File: config.mk
export PLATFORM = sky130hd
export DESIGN_NAME = serial_adder_ctrl
export DESIGN_NICKNAME = d
export VERILOG_FILES = /design/src/rtl/serial_adder_ctrl.sv
export SDC_FILE = /design/constraint.sdc
export NUM_CORES = 1
export LEC_CHECK = 0
export BUFFER_PORTS_ARGS = -buffer_cell sky130_fd_sc_hd__clkbuf_2
export CAP_MARGIN = 20
export CORE_MARGIN = 10
export CORE_UTILIZATION = 25
export CTS_CLUSTER_SIZE = 14
export DETAILED_ROUTE_END_ITERATION = 8
export GPL_ROUTABILITY_DRIVEN = 0
export PLACE_DENSITY = 0.46
export SETUP_SLACK_MARGIN = 0.15
export SLEW_MARGIN = 20
export SYNTH_ARGS = -nofsm -noshare
export SYNTH_HDL_FRONTEND = slang
export SYNTH_SLANG_ARGS = --single-unit
export TNS_END_PERCENT = 20
File: constraint.sdc
create_clock -name clk -period 1.9 [get_ports clk]
set_input_delay 0.095 -clock clk [delete_from_list [all_inputs] [get_ports clk]]
set_output_delay 0.095 -clock clk [all_outputs]
set_load 0.01 [all_outputs]
File: src/rtl/serial_adder_ctrl.sv
// Bit-serial WIDTH-bit adder: loads a/b on start, adds one bit per enabled cycle LSB first,
// then pulses done for one cycle with {cout,sum} = a+b. All outputs come straight from flops.
module serial_adder_ctrl #(
  parameter int WIDTH = 8
) (
  input  logic             clk,
  input  logic             rst_n,
  input  logic             ena,
  input  logic             start,
  input  logic [WIDTH-1:0] a,
  input  logic [WIDTH-1:0] b,
  output logic             busy,
  output logic             done,
  output logic [WIDTH-1:0] sum,
  output logic             cout
);

  localparam int CW = (WIDTH > 1) ? $clog2(WIDTH) : 1;
  localparam logic [CW-1:0] LAST = CW'(WIDTH - 1);

  typedef enum logic [1:0] {IDLE, SHIFT, DONE} state_t;

  state_t           state, state_nxt;
  logic [WIDTH-1:0] sa, sa_nxt;
  logic [WIDTH-1:0] sb, sb_nxt;
  logic [WIDTH-1:0] sum_nxt;
  logic [CW-1:0]    cnt, cnt_nxt;
  logic             carry, carry_nxt;
  logic             cout_nxt, busy_nxt, done_nxt;

  // Full add built from two cascaded half-add steps plus the carry register.
  logic ha1_s, ha1_c, ha2_s, ha2_c, step_carry;
  assign ha1_s      = sa[0] ^ sb[0];
  assign ha1_c      = sa[0] & sb[0];
  assign ha2_s      = ha1_s ^ carry;
  assign ha2_c      = ha1_s & carry;
  assign step_carry = ha1_c | ha2_c;

  always_ff @(posedge clk or negedge rst_n) begin
    if (!rst_n) begin
      state <= IDLE;
    end else if (ena) begin
      state <= state_nxt;
    end
  end

  always_comb begin
    state_nxt = state;
    sa_nxt    = sa;
    sb_nxt    = sb;
    sum_nxt   = sum;
    cnt_nxt   = cnt;
    carry_nxt = carry;
    cout_nxt  = cout;
    case (state)
      IDLE: begin
        if (start) begin
          sa_nxt    = a;
          sb_nxt    = b;
          carry_nxt = 1'b0;
          cnt_nxt   = '0;
          sum_nxt   = '0;
          cout_nxt  = 1'b0;
          state_nxt = SHIFT;
        end
      end
      SHIFT: begin
        sum_nxt   = {ha2_s, sum[WIDTH-1:1]};
        carry_nxt = step_carry;
        sa_nxt    = sa >> 1;
        sb_nxt    = sb >> 1;
        cnt_nxt   = cnt + CW'(1);
        if (cnt == LAST) begin
          cout_nxt  = step_carry;
          state_nxt = DONE;
        end
      end
      DONE:    state_nxt = IDLE;
      default: state_nxt = IDLE;
    endcase
    // busy/done are registered from the next state so they stay glitch-free flop outputs.
    busy_nxt = (state_nxt != IDLE);
    done_nxt = (state_nxt == DONE);
  end

  always_ff @(posedge clk or negedge rst_n) begin
    if (!rst_n) begin
      sa    <= '0;
      sb    <= '0;
      sum   <= '0;
      cnt   <= '0;
      carry <= 1'b0;
      cout  <= 1'b0;
      busy  <= 1'b0;
      done  <= 1'b0;
    end else if (ena) begin
      sa    <= sa_nxt;
      sb    <= sb_nxt;
      sum   <= sum_nxt;
      cnt   <= cnt_nxt;
      carry <= carry_nxt;
      cout  <= cout_nxt;
      busy  <= busy_nxt;
      done  <= done_nxt;
    end
  end

endmodule

Yosys cells after proc, flatten, opt, wreduce, memory -nomap -nowiden. Index checks and enable logic that the tools add are counted.

Add/sub/neg operators: 1. Multiplexer cells: 15. Reductions and logical operators: 5. Equality and inequality tests: 5. Bitwise gates (word level): 5.

Operators by type and width (number): 8-bit one-hot mux with 2 select lines (3); 8-bit two-way mux (3); 3-bit one-hot mux with 2 select lines (1); 2-bit two-way mux (2); 2-bit inequality test (second input constant) (2); 1-bit one-hot mux with 2 select lines (2); 2-bit one-hot mux with 2 select lines (1); 4-bit AND reduction (1); 2-bit nonzero test (2); 3-bit by 1-bit adder with 3-bit output (second input constant) (1); 3-bit equality test (second input constant) (1); 3-bit two-way mux (1); 3-bit AND reduction (1); 1-bit AND (2); 2-bit by 1-bit equality test with 1-bit output (second input constant) (1); 2-bit equality test (second input constant) (1); 2-bit logical NOT (1); 1-bit two-way mux (2); 1-bit bitwise XOR (2); 1-bit bitwise OR (1).

Logic and storage cells: 40. Input bits: 20. Register bits: 33.

Logic depth before layout (Yosys ltp). Gate-level depths: netlist of run 1.

Word-level depth: 5. Gate-level depth with buffers: 5. Depth with buffers taken out: 5.

Worst setup path after synthesis of run 1. Ideal clock, no wire load.

Path kind: register to register. Start point: register state[0]. End point: register sa[2]. Path buffers: 2. Setup slack: 0.427 ns. Library setup time: 0.125 ns. Stages on the path, launching flop included: 6. Arrival time: 1.348 ns. Path through: dfrtp_1 -> nor2b_4 -> buf_6 -> buf_6 -> mux2_4 -> mux2_2.

Word-level cells in the longest chain between the ends: 3.

Ends and longest elaborated chain: start, declared (line 23) `state_t state, state_nxt;`; start signal, assigned (line 43) `state <= state_nxt;`; 2-bit by 1-bit equality test with 1-bit output / 2-bit logical NOT (equally long branches) (line 55) `case (state)`; 2-bit nonzero test (no line) / 2-bit inequality test (equally long branches); 3-bit AND reduction (no line); end signal, assigned (line 97) `sa <= sa_nxt;`; end, declared (line 24) `logic [WIDTH-1:0] sa, sa_nxt;`.

Parallel ways exist; a longest one is shown, timed or not. A chain may end at the register's enable or synchronous reset.

Worst setup path after layout of run 1.
Start point: register state[0]. End point: register sb[0].

Word-level cells in the longest chain between the ends: 3.

Ends and longest elaborated chain: 2-bit by 1-bit equality test with 1-bit output / 2-bit logical NOT (equally long branches) (line 55); 2-bit nonzero test (no line) / 2-bit inequality test (equally long branches); 3-bit AND reduction (no line); end signal, assigned (line 98) `sb <= sb_nxt;`; end, declared (line 25) `logic [WIDTH-1:0] sb, sb_nxt;`.

Parallel ways exist; a longest one is shown, timed or not.

==> load_flow_metrics.sql, run 1 <==
INSERT INTO impl_metrics (metric_group, metric, value, unit) VALUES
('outcome', 'status', 'finished, final reports clean', ''),
('sta', 'final-max-slew-violation-count', '0', ''),
('synth', 'syn-mean-instance-area', '14.7', 'µm²'),
('worst_setup_path', 'crit_fanout', '15', ''),
('routing', 'num_vias', '920', ''),
('grt', 'vias_in_the_first_global_route', '1030', ''),
('worst_hold_path', 'hold_wc_path_type', 'in -> reg', ''),
('worst_setup_path', 'type_of_the_worst_setup_path', 'reg -> reg', ''),
('synth', 'synth_cell_types', '22', ''),
('sta', 'timing_worst_slew_pin_value', '844', 'ps'),
('clock_tree', 'max-clock-path-buffers', '2', ''),
('worst_setup_path', 'timing.critical_path.to_type', 'flip-flop', ''),
('synth', 'synth.net_count', '126', ''),
('sta', 'timing.final.crit_share', '83.4', '%'),
('sta', 'maxClockFrequency', '0.631', 'GHz'),
('clock_tree', 'cts_tree', 'done', ''),
('synth', 'syn_area', '1510', 'µm²'),
('finish', 'areaGrowthSynthToFinish', '22.4', '%'),
('grt', 'grt_max_degree', '34', ''),
('sta', 'final.min_clock_period', '1590', 'ps'),
('placement', 'place.port_buffers', '30', ''),
('placement', 'pre_cts_slack', '284', 'ps'),
('grt', 'grt_antenna_before_repair', '0', ''),
('synth', 'synth_fa_ha_area_share', '2.98', '%'),
('sta', 'rsz0062_at_grt', 'no', ''),
('floorplanning', 'die_width', '97.8', 'µm'),
('placement', 'place.detailed.hpwl', '2280', 'µm'),
('sta', 'setup_ws', '315', 'ps'),
('grt', 'global_route.overflow_total', '0', ''),
('synth', 'synth_top_family_by_area', 'multiplexers', ''),
('floorplanning', 'chipHeight', '97.8', 'µm'),
('pwr', 'vdd.ir_drop.worst', '0.000311', 'V'),
('sta', 'finalSetupViolCount', '0', ''),
('pwr', 'static-leakage-power', '0.000922', 'µW'),
('synth', 'synth-seq-area-share', '54.6', '%'),
('clock_tree', 'clkTransAtPathRegs', '60', 'ps'),
('clock_tree', 'cts_setup_buffers', '0', ''),
('worst_setup_path', 'cp.arrival', '1750', 'ps'),
('synth', 'flop_and_latch_count_out_of_synthesis', '33', ''),
('sta', 'finalHoldViolations', '0', ''),
('routing', 'postRouteAntennaNets', '0', ''),
('routing', 'detail_route.drc_violations', '0', ''),
('finish', 'antennaDiodeCount', '0', ''),
('synth', 'synthesized_area_fraction_occupied_by_ao_oa_aoi_and_oai_cells', '10.6', '%'),
('grt', 'grt_usage', '7.00', '%'),
('sta', 'final.setup.tns', '0', 'ps'),
('synth', 'netlist_instances', '103', ''),
('synth', 'synthXorXnorAreaFrac', '0', '%'),
('sta', 'timing.clock.skew', '3.79', 'ps'),
('pwr', 'power.density_cell_area', '1230', 'nW/µm²'),
('floorplanning', 'coreArea', '5890', 'µm²'),
('clock_tree', 'htree_levels', '2', ''),
('finish', 'combined_flip_flop_and_latch_cell_area', '826', 'µm²'),
('floorplanning', 'dieArea', '9560', 'µm²'),
('routing', 'drt_iter0_markers', '35', ''),
('flow_run', 'drv.max_cap_violation_count', '0', ''),
('finish', 'fin_nets', '161', ''),
('sta', 'timing.max_slew.rel_slack', '43.7', '%'),
('routing', 'post_drt_wl_per_cell', '14.6', 'µm'),
('floorplanning', 'ioPinCount', '31', ''),
('clock_tree', 'clk_latency', '280', 'ps'),
('routing', 'detail_route.vias_per_cell', '4.30', ''),
('worst_setup_path', 'crit_start_category', 'flip-flop', ''),
('placement', 'placed_instances', '205', ''),
('grt', 'grt_first_pass_wirelength', '5340', 'µm'),
('clock_tree', 'numCtsBuffers', '5', ''),
('routing', 'wl', '3120', 'µm'),
('finish', 'final_cells', '214', ''),
('routing', 'drt-pass1-iter-count', '3', ''),
('synth', 'yosys_warnings', '0', ''),
('finish', 'post_route_cells_drive_above_1_share', '49.6', '%'),
('clock_tree', 'clock_tree.root_cell', 'sky130_fd_sc_hd__clkbuf_8', ''),
('finish', 'final.fill_count', '606', ''),
('finish', 'multiInputGateArea', '631', 'µm²'),
('clock_tree', 'clock_sink_count', '33', ''),
('floorplanning', 'initial_utilization', '25.7', '%'),
('floorplanning', 'floorplan.rows', '28', ''),
('synth', 'synthSimpleGateAreaFrac', '3.73', '%'),
('worst_setup_path', 'cp_data_required_time', '2070', 'ps'),
('synth', 'mux_contribution_to_synthesized_area', '24.1', '%');
[synth_stat cells]
cell / instances / area (µm²)
sky130_fd_sc_hd__a21bo_1: 2 / 20.0
sky130_fd_sc_hd__a22o_1: 11 / 96.3
sky130_fd_sc_hd__a32o_1: 1 / 10.0
sky130_fd_sc_hd__and2_1: 2 / 12.5
sky130_fd_sc_hd__and2b_1: 1 / 7.51
sky130_fd_sc_hd__buf_2: 3 / 15.0
sky130_fd_sc_hd__buf_4: 1 / 7.51
sky130_fd_sc_hd__buf_6: 2 / 22.5
sky130_fd_sc_hd__dfrtp_1: 33 / 826
sky130_fd_sc_hd__fa_1: 1 / 20.0
sky130_fd_sc_hd__ha_1: 2 / 25.0
sky130_fd_sc_hd__inv_1: 4 / 15.0
sky130_fd_sc_hd__mux2_1: 4 / 45.0
sky130_fd_sc_hd__mux2_2: 15 / 169
sky130_fd_sc_hd__mux2_4: 10 / 150
sky130_fd_sc_hd__nand2_1: 1 / 3.75
sky130_fd_sc_hd__nand2b_1: 1 / 6.26
sky130_fd_sc_hd__nand4_1: 2 / 12.5
sky130_fd_sc_hd__nor2b_4: 1 / 13.8
sky130_fd_sc_hd__o211ai_1: 1 / 7.51
sky130_fd_sc_hd__o21ai_1: 4 / 20.0
sky130_fd_sc_hd__o22ai_1: 1 / 6.26
[through the flow]
| stage | util [%] | cell area [µm²] | total power, µW | hold slack (ps) |
|---|---|---|---|---|
| after floorplan | - | 1510 | 1540 | -201 |
| after global placement | 29.5 | 1740 | 1700 | 210 |
| after detailed placement | 29.5 | 1740 | 1740 | 238 |
| after CTS | 31.4 | 1850 | 2330 | 79.9 |
| after global routing | 31.4 | 1850 | 2460 | 104 |
| final | 31.4 | 1850 | 2280 | 82.9 |
[flip-flops by register name (all words and copies together), names as in the netlist]
register and count:
state 2, busy 1, done 1, cnt 3
sa 8, carry 1, sb 8, cout 1
sum 8
[cell families after synthesis]
kind of cell	count (synthesis)
mux	29
flops	33
buf+inv	10
fa+ha+maj	3
compound gates	20
simple gates	8
[worst max-delay path, stage by stage (launching register included)]
cell                      delay, ps
sky130_fd_sc_hd__dfrtp_1        430
sky130_fd_sc_hd__nor2b_4        170
sky130_fd_sc_hd__buf_4          270
sky130_fd_sc_hd__mux2_1         340
sky130_fd_sc_hd__mux2_2         260
[final timing paths]
| check | start | to | slack (ps) | depth (start not counted) |
|---|---|---|---|---|
| worst max-delay path | state[0]$_DFFE_PN0P_ | sb[0]$_DFFE_PN0P_ | 310 | 4 |
| worst min-delay path | ena | busy$_DFFE_PN0P_ | 80 | 2 |
| worst max register to register | state[0]$_DFFE_PN0P_ | sb[0]$_DFFE_PN0P_ | 310 | 4 |
| worst min register to register | sb[7]$_DFFE_PN0P_ | sb[7]$_DFFE_PN0P_ | 490 | 1 |
| max in group asynchronous | rst_n | state[0]$_DFFE_PN0P_ | 920 | 2 |
| min in group asynchronous | rst_n | sa[5]$_DFFE_PN0P_ | 450 | 2 |
[power by group]
group / internal, µW / total, µW / switching [µW]
Sequential: 927 / 1060 / 137
Combinational: 395 / 643 / 248
Clock: 327 / 574 / 247
Total: 1650 / 2280 / 632
[layer usage]
layer  part of all wire, %  routed length (µm)  track usage, %  vias to the layer above
li1                      -                   -               -                      441
met1                    45                1400            7.89                      452
met2                    47                1460            10.8                       22
met3                   5.4                 168            2.89                        5
met4                   2.7                  85            4.36                        0
met5                     0                   0               0                        -
[cell type report]
type                            instances  area share (%)
Multi-Input combinational cell         60            34.1
Sequential cell                        33            44.7
Clock buffer                            7            5.21
Inverter                                4           0.812
Tap cell                               75            5.07
Timing Repair Buffer                   34            9.88
Clock inverter                          1           0.271
[cells in the final DEF, fill, tap and decap left out, types with 2 or more instances in the layout]
cell type                  Yosys  routed
sky130_fd_sc_hd__a22o_1       11      11
sky130_fd_sc_hd__mux2_4       10      10
sky130_fd_sc_hd__inv_1         4       4
sky130_fd_sc_hd__o21ai_1       4       3
sky130_fd_sc_hd__ha_1          2       2
sky130_fd_sc_hd__buf_4         1       3
sky130_fd_sc_hd__clkbuf_2      0      30
sky130_fd_sc_hd__a21bo_1       2       2
sky130_fd_sc_hd__mux2_2       15      15
sky130_fd_sc_hd__mux2_1        4       4
sky130_fd_sc_hd__dfrtp_1      33      33
sky130_fd_sc_hd__nand4_1       2       2
sky130_fd_sc_hd__clkbuf_8      0       7
[repair_timing]
item,in CTS,in global routing
endpoints found under the hold margin,33,0
hold buffers,1,0
setup endpoints to repair,0,1
gates resized for setup,0,1
Note: power is estimated with default switching activity, not from simulation.
==> run 2, diff against run 1 <==
Clock period 1.9 ns to 1.5 ns, I/O delays scaled along.
==> run 2 against run 1 <==
Net effect: register-to-register slack worse by 250 ps; flip-flop and latch count did not move; non-clock buffer count is 3 higher; clock-buffer cell count unchanged; largest cell class unchanged.
==> load_flow_metrics.sql, run 2 (same netlist as run 1, synthesis figures left out) <==
INSERT INTO impl_metrics (metric_group, metric, value, unit) VALUES
('flow_run', 'drv.max_cap_violation_count', '0', ''),
('sta', 'whs', '59.8', 'ps'),
('floorplanning', 'die_width', '97.8', 'µm'),
('finish', 'post_route_cells_drive_above_1_share', '49.6', '%'),
('grt', 'grt_usage', '6.77', '%'),
('routing', 'post_drt_wl_per_cell', '14.8', 'µm'),
('finish', 'areaGrowthSynthToFinish', '25.3', '%'),
('clock_tree', 'numCtsBuffers', '5', ''),
('floorplanning', 'coreArea', '5890', 'µm²'),
('grt', 'vias_in_the_first_global_route', '1072', ''),
('routing', 'postRouteAntennaNets', '0', ''),
('sta', 'timing.clock.skew', '3.88', 'ps'),
('clock_tree', 'cts_tree', 'done', ''),
('worst_setup_path', 'timing.critical_path.to_type', 'flip-flop', ''),
('finish', 'layout.cell_area.non_filler', '1890', 'µm²'),
('worst_setup_path', 'crit_fanout', '15', ''),
('clock_tree', 'clock_tree.root_cell', 'sky130_fd_sc_hd__clkbuf_8', ''),
('sta', 'timing.final.crit_share', '95.8', '%'),
('sta', 'finalSetupViolCount', '0', ''),
('outcome', 'status', 'finished, final reports clean', ''),
('clock_tree', 'clock_sink_count', '33', ''),
('placement', 'placed_instances', '207', ''),
('sta', 'final-max-slew-violation-count', '0', ''),
('routing', 'num_vias', '954', ''),
('floorplanning', 'ioPinCount', '31', ''),
('sta', 'final.min_clock_period', '1440', 'ps'),
('worst_setup_path', 'reg2reg_from', 'state[1]$_DFFE_PN0P_', ''),
('worst_setup_path', 'type_of_the_worst_setup_path', 'reg -> reg', ''),
('pwr', 'static-leakage-power', '0.000941', 'µW'),
('worst_setup_path', 'regToRegEndpoint', 'sb[0]$_DFFE_PN0P_', ''),
('sta', 'timing.max_slew.rel_slack', '44.7', '%'),
('floorplanning', 'dieArea', '9560', 'µm²'),
('worst_setup_path', 'regToRegSetupSlack', '60', 'ps'),
('sta', 'rsz0062_at_grt', 'yes', ''),
('finish', 'layout_common_cells', 'sky130_fd_sc_hd__dfrtp_1 (33), sky130_fd_sc_hd__clkbuf_2 (30), sky130_fd_sc_hd__mux2_2 (15)', ''),
('routing', 'drt_iter0_markers', '41', ''),
('worst_hold_path', 'min_path_cells', '2', ''),
('finish', 'antennaDiodeCount', '0', ''),
('grt', 'grt_first_pass_wirelength', '5290', 'µm'),
('routing', 'detail_route.vias_per_cell', '4.42', ''),
('clock_tree', 'clk_latency', '280', 'ps'),
('worst_setup_path', 'cp_data_required_time', '1670', 'ps'),
('finish', 'biggestRegsByFlops', 'sa x8, sb x8, sum x8', ''),
('clock_tree', 'htree_levels', '2', ''),
('sta', 'final.setup.tns', '0', 'ps'),
('grt', 'global_route.overflow_total', '0', ''),
('pwr', 'vdd.ir_drop.worst', '0.000458', 'V'),
('placement', 'placed_standard_cell_area', '1790', 'µm²'),
('sta', 'finalHoldViolations', '0', ''),
('floorplanning', 'initial_utilization', '25.7', '%'),
('worst_hold_path', 'min_from', 'ena', ''),
('pwr', 'power.density_cell_area', '1520', 'nW/µm²'),
('worst_setup_path', 'crit_start_category', 'flip-flop', ''),
('routing', 'detail_route.drc_violations', '0', ''),
('placement', 'place.detailed.hpwl', '2290', 'µm'),
('finish', 'fin_nets', '164', ''),
('routing', 'wl', '3190', 'µm'),
('sta', 'maxClockFrequency', '0.696', 'GHz'),
('grt', 'grt_antenna_before_repair', '0', ''),
('clock_tree', 'max-clock-path-buffers', '2', ''),
('finish', 'final_cells', '216', ''),
('floorplanning', 'floorplan.rows', '28', ''),
('worst_setup_path', 'cp.arrival', '1600', 'ps'),
('worst_setup_path', 'r2r_cells', '4', ''),
('placement', 'place.port_buffers', '30', ''),
('sta', 'timing_worst_slew_pin_value', '830', 'ps'),
('routing', 'drt-pass1-iter-count', '4', ''),
('floorplanning', 'chipHeight', '97.8', 'µm'),
('grt', 'grt_max_degree', '34', ''),
('worst_hold_path', 'hold_wc_path_type', 'in -> reg', ''),
('finish', 'mostFrequentLayoutCell', 'sky130_fd_sc_hd__dfrtp_1', ''),
('worst_hold_path', 'min_delay_worst_endpoint', 'state[1]$_DFFE_PN0P_', ''),
('clock_tree', 'clkTransAtPathRegs', '60', 'ps');
==> run 2: cell count changes in the layout (fill, tap and decap cells not counted), sizes merged <==
cell,before,now
buf,3,6
clkinv,1,0
==> run 2: final cells by class <==
| cell class | count | area, µm² |
|---|---|---|
| Fill cell | 594 | 3990 |
| Sequential cell | 33 | 826 |
| Multi-Input combinational cell | 60 | 631 |
| Timing Repair Buffer | 37 | 243 |
| Tap cell | 75 | 93.8 |
| Clock buffer | 7 | 86.3 |
| Inverter | 4 | 15.0 |
==> run 2: worst max path at each step <==
stage,startpoint,end,cells after the start
after CTS,state[1]$_DFFE_PN0P_,sb[0]$_DFFE_PN0P_,4
after floorplan,state[0]$_DFFE_PN0P_,sa[2]$_DFFE_PN0P_,5
after detailed placement,state[0]$_DFFE_PN0P_,cnt[0]$_DFFE_PN0P_,4
after global routing,state[1]$_DFFE_PN0P_,sa[6]$_DFFE_PN0P_,4
final,state[1]$_DFFE_PN0P_,sb[0]$_DFFE_PN0P_,4
after global placement,state[1]$_DFFE_PN0P_,sb[2]$_DFFE_PN0P_,4
==> run 2: where the power goes <==
group / switching (µW) / leakage (µW) / total (µW) / internal, µW
sequential: 172 / 0.000419 / 1350 / 1180
combinational: 331 / 0.000478 / 872 / 541
clock: 300 / 0.0000443 / 663 / 364
total: 802 / 0.000941 / 2880 / 2080
==> run 2: per-layer routing <==
metal | global-route usage (%) | wire, µm
met5 | 0 | 0
met4 | 3.36 | 15
met3 | 2.40 | 169
met2 | 11.0 | 1570
met1 | 7.71 | 1440
==> run 2: repair_timing <==
item                       4_1_cts  5_1_grt
gates resized for setup          1        0
buffers inserted                 1        0
hold endpoints to repair        33        0
pin swaps                        0        0
setup endpoints to repair       27       27
hold buffers                     1        0
==> run 2: worst max-delay path, cell delays in order, from the launching register on <==
cell	delay [ps]
sky130_fd_sc_hd__dfrtp_1	410
sky130_fd_sc_hd__nor2b_4	140
sky130_fd_sc_hd__buf_12	170
sky130_fd_sc_hd__mux2_1	330
sky130_fd_sc_hd__mux2_2	260
==> run 2: stage by stage <==
stage	total power [µW]	util (%)	worst slack, ps
2_1_floorplan	1960	-	40.9
3_3_place_gp	2200	30.4	102
3_5_place_dp	2250	30.4	25.3
4_1_cts	2930	32.2	49.7
5_1_grt	3090	32.2	2.11
6_report	2880	32.2	62.4
==> run 3, diff against run 2 <==
Settings changed: ABC_AREA from default to 1, PLACE_DENSITY 0.46 to 0.53.
Clock period 1.5 ns to 1.4 ns, I/O delays scaled along.
==> run 3 against run 2 <==
Net effect: synthesized cell count grew 90%; sequential share of layout area shrank 1.7 points; clock-buffer cell count is the same; wire length grew 16%; clock skew shrank 0.52 ps; cell area grew 4.0%; worst setup slack gained 170 ps; utilization grew 0.52 points; via count grew 40%; critical path depth grew 3; global-route usage grew 1.3 points; fmax grew 23%; critical path type unchanged; largest power group unchanged; highest routed layer unchanged.
==> load_flow_metrics.sql, run 3 <==
INSERT INTO impl_metrics (metric_group, metric, value, unit) VALUES
('pwr', 'internal_power', '2060', 'µW'),
('placement', 'place.detailed.hpwl', '2580', 'µm'),
('synth', 'flop_and_latch_count_out_of_synthesis', '33', ''),
('finish', 'final_cells', '309', ''),
('grt', 'global_route.overflow_total', '0', ''),
('grt', 'vias_in_the_first_global_route', '1390', ''),
('worst_setup_path', 'setup.worst_path.start', 'cnt[0]$_DFFE_PN0P_', ''),
('synth', 'synth.net_count', '219', ''),
('pwr', 'static-leakage-power', '0.00111', 'µW'),
('grt', 'grt_antenna_before_repair', '0', ''),
('clock_tree', 'clk_latency', '280', 'ps'),
('sta', 'finalSetupViolCount', '0', ''),
('clock_tree', 'htree_levels', '2', ''),
('synth', 'syn_area', '1580', 'µm²'),
('grt', 'grt_usage', '8.03', '%'),
('sta', 'timing.max_slew.rel_slack', '71.6', '%'),
('sta', 'rsz0062_at_grt', 'yes', ''),
('routing', 'detail_route.vias_per_cell', '4.34', ''),
('outcome', 'status', 'finished, final reports clean', ''),
('synth', 'synth_cell_types', '18', ''),
('pwr', 'power.clock.fraction', '31.1', '%'),
('synth', 'synth_most_common_cell', 'sky130_fd_sc_hd__nand2_1', ''),
('synth', 'synth_top_area_share', '52.4', '%'),
('synth', 'synth_async_sr_flop_share', '100', '%'),
('floorplanning', 'coreArea', '6030', 'µm²'),
('finish', 'final.fill_count', '658', ''),
('worst_setup_path', 'timing.critical_path.to_type', 'flip-flop', ''),
('pwr', 'vdd.ir_drop.worst', '0.000624', 'V'),
('sta', 'finalHoldViolations', '0', ''),
('clock_tree', 'cts_tree', 'done', ''),
('clock_tree', 'clock_sink_count', '33', ''),
('worst_setup_path', 'cp.arrival', '1390', 'ps'),
('sta', 'whs', '27.6', 'ps'),
('clock_tree', 'max-clock-path-buffers', '2', ''),
('finish', 'fin_nets', '256', ''),
('floorplanning', 'chipHeight', '99.4', 'µm'),
('routing', 'wl', '3690', 'µm'),
('finish', 'mostFrequentLayoutCell', 'sky130_fd_sc_hd__nand2_1', ''),
('pwr', 'switching_share_of_power', '30.1', '%'),
('sta', 'final.setup.tns', '0', 'ps'),
('floorplanning', 'initial_utilization', '26.2', '%'),
('pwr', 'proportion_of_power_drawn_by_combinational_gates', '23.8', '%'),
('worst_setup_path', 'type_of_the_worst_setup_path', 'reg -> reg', ''),
('finish', 'areaGrowthSynthToFinish', '25.0', '%'),
('routing', 'met3_wirelength', '273', 'µm'),
('finish', 'layout_common_cells', 'sky130_fd_sc_hd__nand2_1 (104), sky130_fd_sc_hd__dfrtp_1 (33), sky130_fd_sc_hd__clkbuf_2 (30)', ''),
('synth', 'netlist_instances', '196', ''),
('sta', 'timing.final.crit_share', '83.7', '%'),
('synth', 'postSynth.topFlopCell', 'sky130_fd_sc_hd__dfrtp_1', ''),
('sta', 'maxClockFrequency', '0.853', 'GHz'),
('finish', 'combined_flip_flop_and_latch_cell_area', '826', 'µm²'),
('routing', 'drt-pass1-iter-count', '4', ''),
('worst_setup_path', 'crit_start_category', 'flip-flop', ''),
('worst_setup_path', 'reg2reg_from', 'cnt[0]$_DFFE_PN0P_', ''),
('synth', 'syn-mean-instance-area', '8.04', 'µm²'),
('worst_setup_path', 'crit_end', 'cout$_DFFE_PN0P_', ''),
('sta', 'timing_worst_slew_pin_value', '427', 'ps'),
('sta', 'final.min_clock_period', '1170', 'ps'),
('routing', 'postRouteAntennaNets', '0', ''),
('placement', 'place.port_buffers', '30', ''),
('sta', 'final-max-slew-violation-count', '0', ''),
('finish', 'post_route_cells_drive_above_1_share', '22.6', '%'),
('routing', 'met1_length', '1800', 'µm'),
('routing', 'met2RoutedLength', '1590', 'µm'),
('synth', 'synth-seq-area-share', '52.4', '%'),
('worst_setup_path', 'crit_fanout', '4', ''),
('floorplanning', 'ioPinCount', '31', ''),
('grt', 'grt_max_degree', '34', ''),
('floorplanning', 'dieArea', '9880', 'µm²'),
('pwr', 'power.density_cell_area', '1490', 'nW/µm²'),
('worst_setup_path', 'cp_data_required_time', '1620', 'ps'),
('worst_hold_path', 'hold_wc_path_type', 'in -> reg', ''),
('synth', 'yosys-top-cells-area', 'sky130_fd_sc_hd__dfrtp_1 (52%), sky130_fd_sc_hd__nand2_1 (25%), sky130_fd_sc_hd__nand3_1 (8.3%)', ''),
('routing', 'post_drt_wl_per_cell', '11.9', 'µm'),
('clock_tree', 'clkTransAtPathRegs', '70', 'ps'),
('worst_hold_path', 'min_path_cells', '3', ''),
('routing', 'detail_route.drc_violations', '0', ''),
('routing', 'num_vias', '1340', ''),
('floorplanning', 'floorplan.rows', '28', ''),
('routing', 'top_layer_used', 'met4', ''),
('grt', 'grt_first_pass_wirelength', '6660', 'µm'),
('synth', 'yosys-top-cells-count', 'sky130_fd_sc_hd__nand2_1 (104), sky130_fd_sc_hd__dfrtp_1 (33), sky130_fd_sc_hd__nand3_1 (26)', ''),
('pwr', 'p_switching', '885', 'µW'),
('synth', 'yosys_warnings', '0', ''),
('finish', 'antennaDiodeCount', '0', ''),
('pwr', 'post-layout-total-power', '2940', 'µW'),
('finish', 'multiInputGateArea', '659', 'µm²'),
('finish', 'biggestRegsByFlops', 'sa x8, sb x8, sum x8', ''),
('synth', 'synth_edf_count', '0', ''),
('synth', 'synth_top_cell_by_area', 'sky130_fd_sc_hd__dfrtp_1', ''),
('placement', 'placed_instances', '298', ''),
('routing', 'drt_iter0_markers', '77', ''),
('pwr', 'seq_power_share', '45.1', '%'),
('worst_setup_path', 'regToRegSetupSlack', '230', 'ps'),
('clock_tree', 'clock_tree.root_cell', 'sky130_fd_sc_hd__clkbuf_8', ''),
('worst_setup_path', 'regToRegEndpoint', 'cout$_DFFE_PN0P_', ''),
('sta', 'timing.clock.skew', '3.36', 'ps'),
('floorplanning', 'die_width', '99.4', 'µm'),
('clock_tree', 'numCtsBuffers', '5', ''),
('worst_setup_path', 'r2r_cells', '7', ''),
('worst_hold_path', 'min_from', 'a[7]', ''),
('flow_run', 'drv.max_cap_violation_count', '0', '');
run 3: kinds of logic (layout without fill, tap and decap cells):
kind of cell             Yosys count  count (layout)  synth area share (%)
AND/OR/NAND/NOR                  136             136                  35.9
AO/OA/AOI/OAI                      8               8                  3.10
flip-flops                        33              33                  52.4
buffers and inverters             16              54                  5.79
adder cells (fa/ha/maj)            3               3                  2.86
run 3: what timing repair did:
item                       4_1_cts  5_1_grt
hold endpoints to repair        33        0
setup endpoints to repair        0        6
hold buffers                     1        0
setup buffers                    0        2
resized for setup                0        0
run 3: metrics by stage:
stage | cell area, µm² | worst slack [ps] | util (%)
after CTS | 1940 | 156 | 32.2
after detailed placement | 1820 | 183 | 30.1
after global placement | 1820 | 174 | 30.1
final | 1970 | 228 | 32.7
after global routing | 1970 | 80.2 | 32.7
after floorplan | 1580 | 304 | -
run 3: area by class of cell:
| class | count | area share [%] |
|---|---|---|
| clock buffers | 7 | 4.38 |
| clock inverters | 1 | 1.52 |
| inverters | 6 | 1.14 |
| multi-input cells | 147 | 33.5 |
| flip-flops and latches | 33 | 41.9 |
| well taps | 75 | 4.76 |
| repair buffers | 40 | 12.8 |
run 3: worst min-delay path by stage:
stage / endpoint / slack, ps
floorplan: busy$_DFFE_PN0P_ / -230
global placement: busy$_DFFE_PN0P_ / 130
detailed placement: busy$_DFFE_PN0P_ / 130
CTS: sb[7]$_DFFE_PN0P_ / 20
global route: sb[7]$_DFFE_PN0P_ / 50
finish: sa[7]$_DFFE_PN0P_ / 30
run 3: power by group through the flow:
stage / clock network (µW) / logic (µW) / registers, µW
6_report: 914 / 701 / 1330
5_1_grt: 996 / 834 / 1350
4_1_cts: 946 / 702 / 1330
3_5_place_dp: 0 / 698 / 1340
3_3_place_gp: 0 / 689 / 1340
2_1_floorplan: 0 / 460 / 1340
run 3: worst max-delay path, stage by stage, from the launching register on:
cell                      delay, ps
sky130_fd_sc_hd__dfrtp_1        390
sky130_fd_sc_hd__ha_1           200
sky130_fd_sc_hd__ha_1           190
sky130_fd_sc_hd__inv_1          100
sky130_fd_sc_hd__nand2_1         60
sky130_fd_sc_hd__nand3_1         80
sky130_fd_sc_hd__nand2_1         50
sky130_fd_sc_hd__nand2_1         50
run 3: metal layers:
layer / vias to the layer above / GRT usage, %
met3: 4 / 3.32
met1: 614 / 10.2
met2: 35 / 12.3
met4: 0 / 1.98
met5: - / 0
li1: 687 / -
